===== config.mk =====
export PLATFORM = sky130hd
export DESIGN_NAME = spi_readout_sequencer
export DESIGN_NICKNAME = d
export VERILOG_FILES = /design/src/rtl/spi_readout_sequencer.sv
export SDC_FILE = /design/constraint.sdc
export NUM_CORES = 1
export LEC_CHECK = 0
export CAP_MARGIN = 20
export CELL_PAD_IN_SITES_DETAIL_PLACEMENT = 2
export CELL_PAD_IN_SITES_GLOBAL_PLACEMENT = 2
export CORE_MARGIN = 2
export CORE_UTILIZATION = 31
export CTS_CLUSTER_SIZE = 12
export DETAILED_ROUTE_END_ITERATION = 6
export PLACE_DENSITY = 0.81
export SKIP_LAST_GASP = 1
export SYNTH_ARGS = -nofsm -noshare
export SYNTH_HDL_FRONTEND = slang
export SYNTH_SLANG_ARGS = --single-unit

===== constraint.sdc =====
create_clock -name sys_clk -period 2.2 [get_ports sys_clk]
set_clock_uncertainty 0.05 [all_clocks]
set_input_delay 0.44 -clock sys_clk [delete_from_list [all_inputs] [get_ports sys_clk]]
set_output_delay 0.44 -clock sys_clk [all_outputs]
set_load 0.005 [all_outputs]

===== src/rtl/spi_readout_sequencer.sv =====
// spi_readout_sequencer
// Command sequencer sitting behind the SPI slave driver. Every received
// command byte is decoded in the cycle it arrives; the response byte, FSM
// state and all side-band outputs are registered and change on the next edge.
// Handshake: command_valid is a one-cycle strobe with no back-pressure. Every
// strobe is consumed in the cycle it is seen, and the response for it is
// visible on response_byte from the following edge until the next strobe.
module spi_readout_sequencer #(
  parameter int unsigned FRAME_WORDS       = 76800,
  parameter int unsigned WCNT_W            = 17,
  parameter int unsigned DRAIN_BYTES       = 3,
  parameter int unsigned CAPTURE_TIMEOUT   = 2**24,
  parameter logic [7:0]  CMD_NOP           = 8'h00,
  parameter logic [7:0]  CMD_STATUS        = 8'h01,
  parameter logic [7:0]  CMD_CAPTURE       = 8'h02,
  parameter logic [7:0]  CMD_START_READOUT = 8'h03,
  parameter logic [7:0]  CMD_PADDING       = 8'h04,
  parameter logic [7:0]  CMD_STOP_READOUT  = 8'h05,
  parameter logic [7:0]  CMD_RESET         = 8'h06,
  parameter logic [7:0]  RSP_ACK           = 8'hA5,
  parameter logic [7:0]  RSP_NAK           = 8'h5A
) (
  input  logic              sys_clk,
  input  logic              reset,
  input  logic [7:0]        command_byte,
  input  logic              command_valid,
  input  logic              cs_active,
  input  logic              capture_done,
  input  logic              word_tick,
  output logic [7:0]        response_byte,
  output logic              data_transfer,
  output logic              capture_start,
  output logic              transfer_reset,
  output logic [WCNT_W-1:0] words_sent,
  output logic [1:0]        error_flags,
  output logic [2:0]        state_out
);

  // Timeout counter only needs to reach CAPTURE_TIMEOUT-1.
  localparam int unsigned TCNT_W = (CAPTURE_TIMEOUT > 2) ? $clog2(CAPTURE_TIMEOUT) : 1;
  // Drain counter must be able to hold DRAIN_BYTES itself.
  localparam int unsigned DCNT_W = (DRAIN_BYTES > 1) ? $clog2(DRAIN_BYTES + 1) : 1;

  localparam logic [TCNT_W-1:0] TCNT_LAST  = TCNT_W'(CAPTURE_TIMEOUT - 1);
  localparam logic [DCNT_W-1:0] DRAIN_DONE = DCNT_W'(DRAIN_BYTES);
  localparam logic [WCNT_W-1:0] WORDS_LAST = WCNT_W'(FRAME_WORDS - 1);
  localparam logic [WCNT_W-1:0] WORDS_FULL = WCNT_W'(FRAME_WORDS);

  typedef enum logic [2:0] {
    ST_IDLE      = 3'd0,
    ST_CAPTURING = 3'd1,
    ST_READY     = 3'd2,
    ST_READOUT   = 3'd3,
    ST_DRAIN     = 3'd4
  } state_t;

  state_t              state, state_nxt;
  logic [7:0]          rsp_nxt;
  logic [1:0]          flags_nxt;
  logic [WCNT_W-1:0]   words_nxt;
  logic [TCNT_W-1:0]   tcnt, tcnt_nxt;
  logic [DCNT_W-1:0]   dcnt, dcnt_nxt, dcnt_inc;
  logic                cap_start_nxt;
  logic                xfer_rst_nxt;
  logic                data_transfer_nxt;
  logic                cs_prev;
  logic                cs_abort;
  logic                transfer_phase;
  logic                cmd_moves;
  logic                cmd_reset;
  logic [7:0]          status_byte;

  assign state_out      = state;
  assign transfer_phase = (state == ST_READOUT) || (state == ST_DRAIN);
  // Falling edge of the synchronised chip select while the frame is streaming.
  assign cs_abort       = cs_prev && !cs_active && transfer_phase;
  assign status_byte    = {error_flags, 3'b000, state_out};
  assign dcnt_inc       = dcnt + 1'b1;

  // Register every output and internal counter; reset drops data_transfer immediately.
  always_ff @(posedge sys_clk or negedge reset) begin
    if (!reset) begin
      state          <= ST_IDLE;
      response_byte  <= 8'h00;
      data_transfer  <= 1'b0;
      capture_start  <= 1'b0;
      transfer_reset <= 1'b0;
      words_sent     <= '0;
      error_flags    <= 2'b00;
      tcnt           <= '0;
      dcnt           <= '0;
      cs_prev        <= 1'b0;
    end else begin
      state          <= state_nxt;
      response_byte  <= rsp_nxt;
      data_transfer  <= data_transfer_nxt;
      capture_start  <= cap_start_nxt;
      transfer_reset <= xfer_rst_nxt;
      words_sent     <= words_nxt;
      error_flags    <= flags_nxt;
      tcnt           <= tcnt_nxt;
      dcnt           <= dcnt_nxt;
      cs_prev        <= cs_active;
    end
  end

  // Next-state logic: command decode first, then the state's own events, then the CS abort override.
  always_comb begin
    state_nxt     = state;
    rsp_nxt       = response_byte;
    flags_nxt     = error_flags;
    words_nxt     = words_sent;
    tcnt_nxt      = tcnt;
    dcnt_nxt      = dcnt;
    cap_start_nxt = 1'b0;
    xfer_rst_nxt  = 1'b0;
    cmd_moves     = 1'b0;
    cmd_reset     = 1'b0;

    if (command_valid) begin
      case (command_byte)
        CMD_NOP: rsp_nxt = 8'h00;
        CMD_STATUS: rsp_nxt = status_byte;
        CMD_CAPTURE: begin
          if (state == ST_IDLE || state == ST_READY) begin
            rsp_nxt       = RSP_ACK;
            state_nxt     = ST_CAPTURING;
            cap_start_nxt = 1'b1;
            tcnt_nxt      = '0;
            flags_nxt[1]  = 1'b0;
            cmd_moves     = 1'b1;
          end else begin
            rsp_nxt = RSP_NAK;
          end
        end
        CMD_START_READOUT: begin
          if (state == ST_READY) begin
            rsp_nxt      = RSP_ACK;
            state_nxt    = ST_READOUT;
            xfer_rst_nxt = 1'b1;
            words_nxt    = '0;
            flags_nxt[0] = 1'b0;
            cmd_moves    = 1'b1;
          end else begin
            rsp_nxt = RSP_NAK;
          end
        end
        CMD_PADDING: begin
          // Padding is always harmless; it only counts while draining.
          rsp_nxt = RSP_ACK;
          if (state == ST_DRAIN) begin
            dcnt_nxt  = dcnt_inc;
            cmd_moves = 1'b1;
            if (dcnt_inc == DRAIN_DONE) begin
              state_nxt = ST_IDLE;
            end
          end
        end
        CMD_STOP_READOUT: begin
          if (transfer_phase) begin
            rsp_nxt   = RSP_ACK;
            state_nxt = ST_IDLE;
            cmd_moves = 1'b1;
          end else begin
            rsp_nxt = RSP_NAK;
          end
        end
        CMD_RESET: begin
          rsp_nxt      = RSP_ACK;
          state_nxt    = ST_IDLE;
          flags_nxt    = 2'b00;
          words_nxt    = '0;
          xfer_rst_nxt = 1'b1;
          cmd_moves    = 1'b1;
          cmd_reset    = 1'b1;
        end
        default: rsp_nxt = RSP_NAK;
      endcase
    end

    // Capture wait: done beats timeout; a state-changing command beats both.
    if (state == ST_CAPTURING && !cmd_moves) begin
      if (capture_done) begin
        state_nxt = ST_READY;
      end else if (tcnt == TCNT_LAST) begin
        state_nxt    = ST_IDLE;
        flags_nxt[1] = 1'b1;
      end else begin
        tcnt_nxt = tcnt + 1'b1;
      end
    end

    // Word counting keeps going alongside commands, except a RESET which zeroes it.
    if (state == ST_READOUT && word_tick && !cmd_reset && words_sent != WORDS_FULL) begin
      words_nxt = words_sent + 1'b1;
      if (words_sent == WORDS_LAST && !cmd_moves) begin
        state_nxt = ST_DRAIN;
        dcnt_nxt  = '0;
      end
    end

    // Master released CS mid-frame: abandon everything but the response byte.
    if (cs_abort) begin
      state_nxt     = ST_IDLE;
      flags_nxt     = {error_flags[1], 1'b1};
      words_nxt     = words_sent;
      tcnt_nxt      = tcnt;
      dcnt_nxt      = dcnt;
      cap_start_nxt = 1'b0;
      xfer_rst_nxt  = 1'b0;
    end

    data_transfer_nxt = (state_nxt == ST_READOUT) || (state_nxt == ST_DRAIN);
  end

endmodule


==> results.toml, run 1 <==
[logic_synthesis]
yosysSeqAreaShare_pct = 41.77
synth-edff-count = 0
leading_cell_types_by_total_area_after_synthesis = "dfrtp_1, nor2_1, nand2_1"
ys_async_sr_fraction_pct = 100.0
synth.top_cell.area_share_pct = 41.77
synthesis.instances = 393
synth.distinct_cells = 71
synth-main-ff-cell = "dfrtp_1"
synth_area_sq_um = 3535
synthDominantAreaCellType = "dfrtp_1"
synth-seq-cells = 59
post_synthesis_net_count = 411
synth.yosys.warnings = 0
synth.avg_cell_area_sq_um = 8.994

[global_route]
grt_antenna_before_repair = 1
overflow = 0
wire_length_of_the_first_global_routing_pass_microns = 29000
first_global_vias = 4627
grt_max_degree = 41
global_route.usage.total_pct = 31.08

[clocking]
bufs_on_longest_clock_path = 2
tritoncts.num_buffers = 9
clk_pin_slew_ns = 0.06
insertion_delay_to_the_later_sink_of_the_worst_skew_pair_ns = 0.36
clock_tree_from_tritoncts = "built"
cts-hold-fix-buffers = 0
htree_levels = 3
cts_num_sinks = 59
cts-root-buf = "clkbuf_16"

[critical_path]
r2r-start = "state_out[1]$_DFF_PN0_"
reg2regPathDepth = 8
worst_setup_path_end_kind = "register"
arrival_ns = 2.66
critical_path_class = "register to register"
crit_path_start_kind = "register"
crit-reg2reg-capture = "data_transfer$_DFF_PN0_"
crit_fanout = 7
cp.required_ns = 2.41
rrSetupSlack_ns = -0.25

[final_layout]
antenna_cells = 0
postLayoutCoreUtil_pct = 52.59
drive_gt1_share_pct = 41.00
synthToLayoutAreaGrowth_pct = 63.40
postLayoutCellArea_sq_um = 5776
fillers = 1137
final_net_count = 575

[timing]
grt_setup_unrepaired = "true"
timing_worst_slew_pin_value_ns = 0.5667
postLayoutSetupSlackWorst_ns = -0.2471
timing.fmax_mhz = 408.7
layout_min_cycle_time_ns = 2.447
endpoints_failing_setup = 42
timing.final.max_slew_violations = 0
timing.final.hold_violations = 0
tns_ns = -3.681
timing.max_slew.rel_slack_pct = 62.22
post-route-period-util_pct = 111.2

[power]
p_leak_nw = 2.484
vdd_ir_drop_max_mv = 0.6053
powerDensity_nw_per_um2 = 586.4

[die]
dieWidth_microns = 110.8
top_level_ports = 47
core_area_sq_um = 10980
dieArea_sq_um = 12270
floorplan.rows = 38
initial_utilization_pct = 32.18
die_height_microns = 110.8

[min_path]
worst_min_delay_path_category = "input pin to asynchronous set/reset pin"

[route]
detail_route.wl_per_cell_microns = 32.27
detail_route.drc_violations = 0
routed-via-count = 4303
drt_iter0_markers = 323
wl_microns = 22620
residual_antenna_violating_net_count_after_detailed_routing = 0
dr.pass1.iters = 5
viasPerCell = 6.138

[placed_design]
placement.io_buffers = 46
dpl_wire_length_microns = 10660
finalWeightedCongestion = 0.8853
dp_worst_setup_slack_ns = -0.6703
dpl-instance-area_sq_um = 4776

[outcome]
failing_checks = "negative setup slack"
run_status = "finished with violations"

[run]
max-cap-violations = 0
==> cell families (layout without fill, tap and decap cells) <==
kind of cell | count (synthesis) | after routing | synth area share, %
mux | 5 | 5 | 1.451
simple gates | 187 | 187 | 29.27
compound gates | 92 | 93 | 17.74
xor+xnor | 15 | 15 | 3.717
buf+inv | 31 | 198 | 4.637
flops | 59 | 59 | 41.77
fa+ha+maj | 4 | 4 | 1.416
==> cell usage after synthesis, types with 2 or more instances <==
cell type and instances:
a211oi_1 4, a21o_1 5, a21oi_1 20, a221o_1 3
a31oi_1 3, and2_1 9, and3_1 4, and4_1 3
and4b_1 2, buf_2 7, buf_4 5, buf_6 2
clkbuf_1 3, dfrtp_1 59, ha_1 4, inv_1 12
mux2i_1 4, nand2_1 33, nand2b_1 7, nand3_1 24
nand3b_1 3, nand4_1 8, nand4b_1 2, nor2_1 40
nor2b_1 2, nor3_1 14, nor3b_1 4, nor4_1 6
o211ai_1 2, o21ai_0 24, o21ai_2 2, o221a_2 2
o221ai_1 2, o31ai_1 9, or2_2 3, or3_1 3
or4_1 7, xnor2_1 10, xor2_1 5
==> flip-flops by register name, summed over array words and instances, names as in the netlist <==
signal,cells
capture_start,1
cs_prev,1
data_transfer,1
dcnt,2
error_flags,2
response_byte,7
state_out,3
tcnt,24
transfer_reset,1
words_sent,17
==> cells in the final DEF (no fill, tap or decap), types with 4 or more instances in the layout <==
| cell type | n |
|---|---|
| xor2_1 | 5 |
| dfrtp_2 | 6 |
| dfrtp_1 | 53 |
| nand2b_1 | 5 |
| and2_1 | 7 |
| nor3_2 | 5 |
| mux2i_1 | 4 |
| o31ai_1 | 5 |
| nor3_1 | 7 |
| dlygate4sd2_1 | 5 |
| buf_6 | 13 |
| clkdlybuf4s50_1 | 38 |
| xnor2_1 | 8 |
| a21oi_2 | 5 |
| a21o_1 | 5 |
| inv_1 | 11 |
| and3_1 | 4 |
| nor4_4 | 6 |
| a211oi_2 | 4 |
| clkbuf_16 | 9 |
| or4_4 | 5 |
| o21ai_2 | 5 |
| buf_4 | 110 |
| o21ai_0 | 13 |
| nand2_1 | 32 |
| o21ai_1 | 6 |
| nand4_1 | 8 |
| nand3_1 | 22 |
| a21oi_1 | 15 |
| nor2_1 | 37 |
==> critical path, stage by stage (launching register included) <==
cell,delay [ns]
dfrtp_2,0.45
buf_4,0.16
or3b_4,0.39
a31oi_4,0.22
o221a_4,0.28
buf_6,0.16
a21oi_1,0.06
nor2_1,0.28
mux2i_1,0.29
==> stage by stage <==
| step | cells | hold WS [ns] | power [mW] |
|---|---|---|---|
| floorplan | 393 | 0.09441 | 1.429 |
| finish | 701 | 0.01954 | 3.387 |
| CTS | 682 | 0.04354 | 3.166 |
| global placement | 655 | 0.3935 | 1.739 |
| detailed placement | 655 | 0.3991 | 1.790 |
| global route | 701 | 0.05086 | 3.483 |
==> how the worst max path moves through the flow <==
stage                                       from                    endpoint  depth (start not counted)  slack, ns
after floorplan                  command_byte[3]   words_sent[9]$_DFFE_PN0P_                          7     -0.007
after global placement           command_byte[1]        tcnt[23]$_DFFE_PN0N_                          7      -0.51
after detailed placement         command_byte[2]  words_sent[13]$_DFFE_PN0P_                          8      -0.67
after CTS                 state_out[1]$_DFF_PN0_     data_transfer$_DFF_PN0_                          8      -0.04
after global routing      state_out[1]$_DFF_PN0_         tcnt[3]$_DFFE_PN0N_                          9      -0.26
final                     state_out[1]$_DFF_PN0_     data_transfer$_DFF_PN0_                          8      -0.25
==> final cells by class <==
| type | count | area (sq um) | share of cell area [%] |
|---|---|---|---|
| Multi-Input combinational cell | 304 | 2356 | 40.79 |
| Tap cell | 140 | 175.2 | 3.033 |
| Inverter | 13 | 57.56 | 0.9965 |
| Timing Repair Buffer | 170 | 1441 | 24.96 |
| Clock buffer | 12 | 246.5 | 4.268 |
| Sequential cell | 59 | 1484 | 25.69 |
| Clock inverter | 3 | 15.01 | 0.2600 |
==> power by group <==
part           leakage, nW  internal (mW)  total [mW]  switching, mW
logic                 1.57          0.391       0.820          0.429
clock network        0.132          0.782        1.36          0.581
registers            0.782           1.14        1.20         0.0659
total                 2.48           2.31        3.39           1.08
==> routing by layer <==
| layer | wire (microns) | track usage (%) | vias to the layer above |
|---|---|---|---|
| li1 | - | - | 1773 |
| met1 | 8432 | 34.91 | 2194 |
| met2 | 11290 | 56.20 | 221 |
| met3 | 1279 | 6.397 | 115 |
| met4 | 1624 | 14.42 | 0 |
| met5 | 0 | 0 | - |
==> what timing repair did <==
action / in CTS / in global routing
endpoints found under the hold margin: 0 / 0
pin swaps: 15 / 21
gates cloned: 0 / 1
setup buffers: 12 / 19
endpoints found under the setup margin: 47 / 44
gates resized for setup: 55 / 71
(Power assumes the default switching activity.)
==> run 2, diff against run 1 <==
- SLEW_MARGIN: not set -> 15
==> results of run 2 <==
Final layout, timing and power as in run 1 (identical DEF).
==> patch, RTL diff (config.mk and constraints of run 2) <==
Reset style: synchronous (`reset`), changed in one clocked block.
--- a/src/rtl/spi_readout_sequencer.sv
+++ b/src/rtl/spi_readout_sequencer.sv
@@ -78,7 +78,7 @@
   assign dcnt_inc       = dcnt + 1'b1;
 
   // Register every output and internal counter; reset drops data_transfer immediately.
-  always_ff @(posedge sys_clk or negedge reset) begin
+  always_ff @(posedge sys_clk) begin
     if (!reset) begin
       state          <= ST_IDLE;
       response_byte  <= 8'h00;
Check against the original RTL: differs if reset is asserted again (counterexample within 4 cycles, from zero or initial values and one cycle with reset low); with reset held inactive, the same outputs for 4 cycles.
==> patch against run 2 <==
The run still ends with negative setup slack left. Die area shrank 7.0%. Setup slack lost 0.080 ns. Design area shrank 0.74%. Fmax shrank 3.2%. Count of clock-buffer cells in the layout is the same. Wire length grew 6.3%. Sequential cell count is the same. Synthesized area shrank 7.3%. Via count grew 4.4%. Critical endpoint is now tcnt[9]$_SDFFE_PN0N_.
Power is not compared: it rests on default switching activity, and its combinational part moved more than twofold at a synthesized area within 25%.
==> patch: results (changes against run 2) <==
result of the run=finished with violations; failing checks=negative setup slack; top post-synthesis cells by count=dfxtp_1, a21oi_1, nand2_1; worst setup margin=-0.327 ns (-0.0803 ns); CTS root buffer=clkbuf_8; R2R depth=9 (+1); All-Layer GR Usage=35.6% (+4.5 points); RR Endpoint=tcnt[9]$_SDFFE_PN0N_; worst hold path type=flip-flop to flip-flop; Nets=582 (+1.2%); first-pass GRT wire length=30000 um (+3.4%); antenna violations before repair=0 (-1); sequential area share after synthesis=36.0% (-5.7 points); post-synthesis mux area share=1.22% (-0.23 points); routed length per placed instance=34.2 um (+6.0%); dpl cells=661 (+0.92%); pin count of the biggest net entering global routing=19 (-54%); CP max stage cell=or4_4; Synth Area in Adders=1.53% (+0.11 points); # setup viols final=47 (+12%); fraction of layout cells with a size suffix above 1=45.0% (+4.0 points); Fin Hold WS=0.440 ns (+0.420 ns); Setup TNS=-6.12 ns (-2.43 ns); CP Max Fanout=6 (-1); share of async-settable or async-resettable flops after synthesis=0% (-100 points); Synth Net Count=424 (+3.2%)
-- patch: cell count changes in the layout (fill, tap and decap cells not counted), moves of 10 or more --
cell | run 2 | this run
a21oi_2 | 5 | 16
clkbuf_8 | 1 | 11
dfxtp_1 | 0 | 52
nor2_1 | 37 | 20
dfrtp_1 | 53 | 0
buf_4 | 110 | 98
-- patch: how the worst max path moves through the flow --
stage	to	slack [ns]	startpoint
2_1_floorplan	words_sent[14]$_SDFFE_PN0P_	-0.35	command_byte[3]
3_3_place_gp	tcnt[8]$_SDFFE_PN0N_	-0.76	command_byte[1]
3_5_place_dp	tcnt[16]$_SDFFE_PN0N_	-1.06	command_byte[1]
4_1_cts	words_sent[16]$_SDFFE_PN0P_	-0.08	command_byte[6]
5_1_grt	tcnt[9]$_SDFFE_PN0N_	-0.33	state_out[1]$_SDFF_PN0_
6_report	tcnt[9]$_SDFFE_PN0N_	-0.33	state_out[1]$_SDFF_PN0_
-- patch: cells by family (layout without fill, tap and decap cells) --
family | count (synthesis) | count (layout)
and+or+nand+nor | 174 | 175
AOI/OAI and AO/OA | 117 | 118
DFF | 59 | 59
buffers and inverters | 41 | 200
xor gates and xnor gates | 7 | 7
adders and majority gates | 4 | 4
muxes | 4 | 4
-- patch: area by class of cell --
class | instances | area (um2)
Timing Repair Buffer | 167 | 1510
Inverter | 19 | 71.3
Tap cell | 136 | 170
Fill cell | 1052 | 4540
Sequential cell | 59 | 1190
Clock inverter | 2 | 12.5
Clock buffer | 12 | 155
Multi-Input combinational cell | 308 | 2620
-- patch: power groups by stage --
stage	registers, mW	clock network, mW	logic [mW]
6_report	1.08	1.04	0.261
3_3_place_gp	1.10	0	0.169
4_1_cts	1.08	0.936	0.212
3_5_place_dp	1.10	0	0.181
2_1_floorplan	1.10	0	0.0682
5_1_grt	1.08	1.05	0.265
-- patch: metal layers --
metal,vias to the layer above,global-route usage (%),routed length (um)
li1,1848,-,-
met1,2306,39.7,9560
met2,240,61.9,11800
met3,99,9.24,1400
met4,0,18.8,1330
met5,-,0,0
-- patch: worst max-delay path: cells and delay by family, from the launching register on --
family | cells | cell delay, ns
flip-flops | 1 | 0.37
buffers and inverters | 4 | 0.61
AO/OA/AOI/OAI | 3 | 0.80
AND/OR/NAND/NOR | 2 | 0.58
-- patch: repair_timing --
action | 4_1_cts | 5_1_grt
gates resized for setup | 89 | 118
pin swaps | 28 | 40
buffers inserted | 10 | 14
endpoints found under the setup margin | 56 | 48
cloned | 3 | 2
